--- src/rtl/vector_op_issuer.sv ---
// rtl/vector_op_issuer.sv - queues host vector ops and issues them one at a time to the coprocessor
module vector_op_issuer #(
  parameter int DEPTH = 4,
  parameter int CNT_W = 16
) (
  input  logic             vsi_clk,
  input  logic             vsi_rst_n,
  input  logic [31:0]      host_op,
  input  logic             host_lmul,
  input  logic             host_sew,
  input  logic             host_valid,
  output logic             host_ready,
  input  logic             drain_req,
  output logic             drain_done,
  output logic [31:0]      vsi_op,
  output logic             vsi_lmul,
  output logic             vsi_sew,
  output logic             vsi_op_valid,
  input  logic             vsi_op_ready,
  input  logic             vsi_cop_idle,
  output logic             ovf_err,
  output logic [CNT_W-1:0] issued_cnt
);

  localparam int AW = (DEPTH > 1) ? $clog2(DEPTH) : 1;
  localparam int CW = $clog2(DEPTH + 1);
  localparam logic [CW-1:0] FULL = CW'(DEPTH);

  typedef enum logic {IDLE, ISSUE} state_t;

  state_t          state_q, state_d;
  logic [33:0]     mem [DEPTH];
  logic [AW-1:0]   wr_ptr, rd_ptr;
  logic [CW-1:0]   count;
  logic            drain_pending;
  logic            push, pop, clear_out, handshake, drain_cond, fifo_empty;

  assign fifo_empty   = (count == '0);
  assign host_ready   = (count != FULL) & ~drain_pending;
  assign push         = host_valid & host_ready;
  assign vsi_op_valid = (state_q == ISSUE);
  assign handshake    = vsi_op_valid & vsi_op_ready;
  assign drain_cond   = drain_pending & fifo_empty & ~vsi_op_valid & vsi_cop_idle;

  always_ff @(posedge vsi_clk or negedge vsi_rst_n) begin
    if (!vsi_rst_n) state_q <= IDLE;
    else            state_q <= state_d;
  end

  // Pop decisions use the registered count, so an op pushed this edge is never popped at the same edge.
  always_comb begin
    state_d   = state_q;
    pop       = 1'b0;
    clear_out = 1'b0;
    case (state_q)
      IDLE: begin
        if (!fifo_empty) begin
          pop     = 1'b1;
          state_d = ISSUE;
        end
      end
      ISSUE: begin
        if (handshake) begin
          if (!fifo_empty) begin
            pop = 1'b1;
          end else begin
            clear_out = 1'b1;
            state_d   = IDLE;
          end
        end
      end
      default: state_d = IDLE;
    endcase
  end

  always_ff @(posedge vsi_clk) begin
    if (push) mem[wr_ptr] <= {host_op, host_lmul, host_sew};
  end

  always_ff @(posedge vsi_clk or negedge vsi_rst_n) begin
    if (!vsi_rst_n) begin
      wr_ptr <= '0;
      rd_ptr <= '0;
      count  <= '0;
    end else begin
      if (push) wr_ptr <= wr_ptr + AW'(1);
      if (pop)  rd_ptr <= rd_ptr + AW'(1);
      case ({push, pop})
        2'b10:   count <= count + CW'(1);
        2'b01:   count <= count - CW'(1);
        default: count <= count;
      endcase
    end
  end

  always_ff @(posedge vsi_clk or negedge vsi_rst_n) begin
    if (!vsi_rst_n) begin
      vsi_op   <= '0;
      vsi_lmul <= 1'b0;
      vsi_sew  <= 1'b0;
    end else if (pop) begin
      {vsi_op, vsi_lmul, vsi_sew} <= mem[rd_ptr];
    end else if (clear_out) begin
      vsi_op   <= '0;
      vsi_lmul <= 1'b0;
      vsi_sew  <= 1'b0;
    end
  end

  always_ff @(posedge vsi_clk or negedge vsi_rst_n) begin
    if (!vsi_rst_n) begin
      drain_pending <= 1'b0;
      drain_done    <= 1'b0;
      ovf_err       <= 1'b0;
      issued_cnt    <= '0;
    end else begin
      drain_done <= drain_cond;
      if (drain_cond)     drain_pending <= 1'b0;
      else if (drain_req) drain_pending <= 1'b1;
      if (host_valid & ~host_ready) ovf_err <= 1'b1;
      if (handshake) issued_cnt <= issued_cnt + CNT_W'(1);
    end
  end

endmodule

--- config.mk ---
export PLATFORM = sky130hd
export DESIGN_NAME = vector_op_issuer
export DESIGN_NICKNAME = d
export VERILOG_FILES = /design/src/rtl/vector_op_issuer.sv
export SDC_FILE = /design/constraint.sdc
export NUM_CORES = 1
export LEC_CHECK = 0
export ABC_CLOCK_PERIOD_IN_PS = 2600
export CORE_MARGIN = 4
export CORE_UTILIZATION = 45
export DETAILED_ROUTE_END_ITERATION = 12
export PLACE_DENSITY_LB_ADDON = 0.05
export SLEW_MARGIN = 20
export SYNTH_ARGS = -nofsm -noshare
export SYNTH_HDL_FRONTEND = slang
export SYNTH_SLANG_ARGS = --single-unit
--- constraint.sdc ---
create_clock -name vsi_clk -period 2.6 [get_ports vsi_clk]
set_input_delay 0.52 -clock vsi_clk [delete_from_list [all_inputs] [get_ports vsi_clk]]
set_output_delay 0.52 -clock vsi_clk [all_outputs]
set_load 0.01 [all_outputs]
==> Word-level counts from Yosys, hierarchy flattened <==
Memories as Yosys holds them, arrays and structs flattened.
Index checks and enable logic that the tools add are counted.
Widths: inputs -> output; s select.
{ "op_classes": {"n_reduce_logical": 4, "bitwise": 10, "addsub": 5, "eq_ne": 3, "mux": 18} }
{ "op_table": {"columns": ["operator", "count"], "rows": [
  ["$mux 32", 2],
  ["$add 16x1->16 const B", 1],
  ["$mux 1", 13],
  ["$and 1x1->1", 7],
  ["$pmux 3 s2", 1],
  ["$reduce_bool 2->1", 3],
  ["$add 2x1->2 const B", 2],
  ["$pmux 1 s2", 2],
  ["$add 3x1->3 const B", 1],
  ["$logic_not 3->1", 1],
  ["$ne 3x3->1 const B", 1],
  ["$not 1->1", 3],
  ["$sub 3x1->3 const B", 1],
  ["$eq 2x1->1 const B", 1],
  ["$eq 2x2->1 const B", 1]
]} }
{ "totals": {"in_bits": 40, "output_inout_bits": 54, "elab_cells": 52, "mem_count": 1, "ram_bits": 136, "reg_bits": 61} }
{ "mem_list": {"columns": ["memory", "words", "width", "rd", "rd_clocked_by_memory_dff", "wr", "line", "text"], "rows": [
  ["mem", 4, 34, 1, 0, 1, "32", "logic [33:0] mem [DEPTH];"]
]} }

==> Depth between registers and ports, before layout <==
{ "depth": {"depth_word": 6, "ltp_mapped": 10, "mapped_depth_nobuf": 10} }

==> Worst setup path before layout <==
No wires, ideal clock.
{ "synth_path": {"path_type": "reg2reg", "from": "register count[0]", "to": "memory mem[0][0], enable pin", "setup_time_ps": 394, "required_time_ps": 2206, "slack_ps": 512, "path_buffers": 0, "synth_period_minus_slack_ps": 2088, "arrival_ps": 1693, "stages_incl_launch_ff": 4, "path_cell_list": "dfrtp_1 > inv_1 > a31oi_2 > and3_1"} }
{ "synth_via": {"elab_chain_len": 5} }
{ "synth_lines": {"columns": ["item", "line", "text"], "rows": [
  ["from (decl)", "34", "logic [CW-1:0] count;"],
  ["from (signal assigned)", "89", "2'b10: count <= count + CW'(1);"],
  ["from (signal assigned)", "90", "2'b01: count <= count - CW'(1);"],
  ["from (signal assigned)", "91", "default: count <= count;"],
  ["$ne 3x3->1", "39", "assign host_ready = (count != FULL) & ~drain_pending;"],
  ["$and 1x1->1", "39", null],
  ["named net host_ready", "12", "output logic host_ready,"],
  ["$and 1x1->1", "40", "assign push = host_valid & host_ready;"],
  ["$mux 1", "77", "if (push) mem[wr_ptr] <= {host_op, host_lmul, host_sew};"],
  ["$mux 1 (not written as such)", "77", null],
  ["to (decl)", "32", null]
]} }
The timed path passes the listed nets, and every way through them passes these cells.

==> Worst setup path in the final report <==
{ "layout_path": {"from": "register count[0]", "to": "output host_ready"} }
{ "layout_via": {"elab_chain_len": 2} }
{ "layout_lines": {"columns": ["item", "line"], "rows": [
  ["$ne 3x3->1", "39"],
  ["$and 1x1->1", "39"],
  ["to (decl)", "12"]
]} }
No other way between the ends.

==> impl_metrics.csv <==
group,metric,value,unit
setup_path,setup.worst_path.end,"host_ready",
setup_path,worstPathArrival,1.82,ns
floorplan,die_y,137.1,µm
placement,gp_congestion,0.7369,
floorplan,fp.coreArea,16120,µm²
sta,slew_viol_final,0,
logic_synthesis,ys_seq_area_frac,0.7478,
floorplan,fp.dieW,137.1,µm
cells_and_area,antenna-diode-count,0,
route,routed_wl,13.92,mm
hold_path,hold_path.class,"in -> async",
global_routing,antenna_found_initial,0,
sta,fin_crit,2.337,ns
logic_synthesis,syn_area_per_cell,17.41,µm²
setup_path,regToRegStartpoint,"count[0]",
logic_synthesis,synth-seq-cells,197,
logic_synthesis,yosysWarningCount,0,
sta,min_period_over_period,0.8989,
route,via_count,3917,
setup_path,critPathLaunchType,"flip-flop",
sta,setup_viol,0,
clocking,cts_tree,"built",
sta,slew_headroom,0.4399,
logic_synthesis,synth_top_family_by_area,"multiplexers",
route,drtAntennaViolNets,0,
cells_and_area,final_util,0.5836,
cells_and_area,drive_gt1_frac,0.1627,
job,drv_cap,0,
pwr,cellPowerDensity,984.3,nW/µm²
sta,fmax,427.9,MHz
floorplan,initial_core_util,0.4655,
logic_synthesis,yosys.area_share.adder,0.01268,
clocking,post_cts_buffers,0,
clocking,numCtsBuffers,17,
cells_and_area,seq_area,5613,µm²
clocking,clkSinkCount,197,
placement,io_buffers,93,
pwr,leakage,3.382,nW
setup_path,critPathLaunch,"count[0]",
sta,hold_violations,0,
logic_synthesis,synth-xor-area-share,0.02452,
logic_synthesis,synth_area,7502,µm²
sta,fin_skew,0.01143,ns
logic_synthesis,synthMuxAreaShare,0.1064,
pwr,ir_drop,0.6179,mV
clocking,clk_latency,0.42,ns
cells_and_area,finalNonFillerCells,763,
floorplan,dieArea,18800,µm²
route,via_per_inst,5.134,
global_routing,grt_pass1_vias,4023,
sta,grt_setup_unrepaired,"false",
cells_and_area,multiInputGateArea,1763,µm²
sta,fin_tns_setup,0,ns
clocking,htree_levels,4,
floorplan,fp-row-count,46,
cells_and_area,syn_to_final_growth,25.37,%
placement,place.detailed.hpwl,8.073,mm
global_routing,grt.overflow.total,0,
setup_path,r2r_end,"count[2]",
status,status,"completed",
placement,placed_cell_area,8755,µm²
logic_synthesis,synthSimpleGateAreaFrac,0.06221,
logic_synthesis,synth-compound-area-share,0.02718,
cells_and_area,final_area,9405,µm²
global_routing,grt_usage,0.1583,
route,firstDrtPassIters,4,
logic_synthesis,syn_inst,431,
logic_synthesis,syn_nets,478,
clocking,cts_buffer_depth,2,
setup_path,reg2reg_slack,0.52,ns
clocking,post_cts_resized,0,
sta,whs,0.2007,ns
clocking,root_buffer,"clkbuf_16",
global_routing,grt_pass1_wl,21.87,mm
logic_synthesis,synth_cell_types,29,
cells_and_area,nFillCells,1259,
placement,dp_cells,731,
setup_path,cp_max_fo,7,
floorplan,io_pins,94,
setup_path,critical_path_class,"reg -> out",
setup_path,cp.required,2.08,ns
clocking,clk_pin_slew,0.07,ns
clocking,hold_buffers,0,
sta,worst_pin_slew,0.8401,ns
route,drtIter0Drc,220,
setup_path,r2r_cells,10,
cells_and_area,final_nets,581,
route,wire_per_inst,18.24,µm
setup_path,critPathCaptureType,"output port",
route,drc_errors,0,
global_routing,grt_max_degree,71,
Yosys cell counts:
master,n,area share
nor2_1,3,0.0015
clkbuf_1,9,0.0045
and3_1,6,0.0050
fa_1,1,0.0027
nand2_1,75,0.038
edfxtp_1,136,0.54
nor3_2,1,0.0013
and4_1,1,0.0012
a21oi_2,1,0.0012
nand3_1,6,0.0040
and2_1,2,0.0017
nand4_2,1,0.0017
buf_2,4,0.0027
inv_1,10,0.0050
nor4_4,1,0.0028
dfrtp_1,61,0.20
nand4_1,5,0.0042
o21ai_0,35,0.023
mux4_2,34,0.10
buf_6,4,0.0060
ha_1,6,0.010
nor3_1,2,0.0013
xnor2_1,16,0.019
buf_4,1,0.0010
o21bai_1,1,0.0010
mux2i_1,1,0.0013
xor2_1,5,0.0058
a31oi_2,1,0.0017
mux2_2,2,0.0030
layout make-up:
| class | count | share of cell area |
|---|---|---|
| Inverter | 10 | 0.003991 |
| Clock buffer | 17 | 0.04523 |
| Multi-Input combinational cell | 206 | 0.1874 |
| Sequential cell | 197 | 0.5968 |
| Clock inverter | 15 | 0.02395 |
| Tap cell | 216 | 0.02873 |
| Timing Repair Buffer | 102 | 0.1139 |
flip-flops by register name (all words and copies together) (netlist names):
name           count
wr_ptr             2
vsi_lmul           1
ovf_err            1
vsi_op_valid       1
count              3
vsi_op            32
vsi_sew            1
mem              136
issued_cnt        16
drain_done         1
rd_ptr             2
drain_pending      1
placed cells by master, fill, tap and decap left out, types with 3 or more instances in the layout:
| cell | count |
|---|---|
| bufinv_16 | 5 |
| dfrtp_1 | 59 |
| buf_12 | 6 |
| mux4_2 | 34 |
| o21ai_0 | 35 |
| xnor2_1 | 16 |
| ha_1 | 6 |
| clkdlybuf4s50_1 | 92 |
| xor2_1 | 5 |
| clkbuf_16 | 17 |
| edfxtp_1 | 136 |
| and3_2 | 4 |
| nand2_1 | 74 |
| nor2_1 | 3 |
| inv_6 | 3 |
| inv_1 | 10 |
| nand3_1 | 6 |
| buf_4 | 4 |
| nand4_1 | 5 |
worst max-delay path: stages (launching register included):
cell             delay (ns)
dfrtp_1                0.39
inv_1                  0.10
a31oi_2                0.31
clkdlybuf4s50_1        0.60
stage by stage:
stage               power, W  setup WS [ns]
finish              0.009258         0.2629
global route        0.009761         0.1124
CTS                 0.009395         0.2261
detailed placement  0.006534         0.1566
global placement    0.006494         0.1736
floorplan           0.005516         0.5122
worst min path at each step:
stage / end / slack (ns) / cells after the start
3_3_place_gp: issued_cnt[15] / 0.46 / 1
4_1_cts: vsi_op[10] / 0.22 / 1
6_report: vsi_op[13] / 0.20 / 1
5_1_grt: vsi_op[13] / 0.25 / 1
3_5_place_dp: issued_cnt[15] / 0.46 / 1
2_1_floorplan: count[0] / 0.22 / 0
logic make-up (layout without fill, tap and decap cells):
group	Yosys count	count (layout)
compound gates	38	38
fa+ha+maj	7	7
flops	197	197
xor+xnor	21	21
simple gates	103	103
mux	37	37
buf+inv	28	144
report_power, final:
group | leakage [nW] | internal, W | switching (W) | total [W]
combinational | 1.08 | 0.00130 | 0.00101 | 0.00231
sequential | 1.98 | 0.00372 | 0.000374 | 0.00410
clock | 0.314 | 0.00172 | 0.00113 | 0.00285
total | 3.38 | 0.00674 | 0.00252 | 0.00926
per-layer routing:
metal  GRT usage  up-vias  part of all wire
li1            -     1816                 -
met4     0.04823        0            0.0090
met1      0.2011     2015              0.43
met5           0        -                 0
met2      0.2689       76              0.52
met3     0.04044       10             0.045
Power figures use the tool's default switching activity.
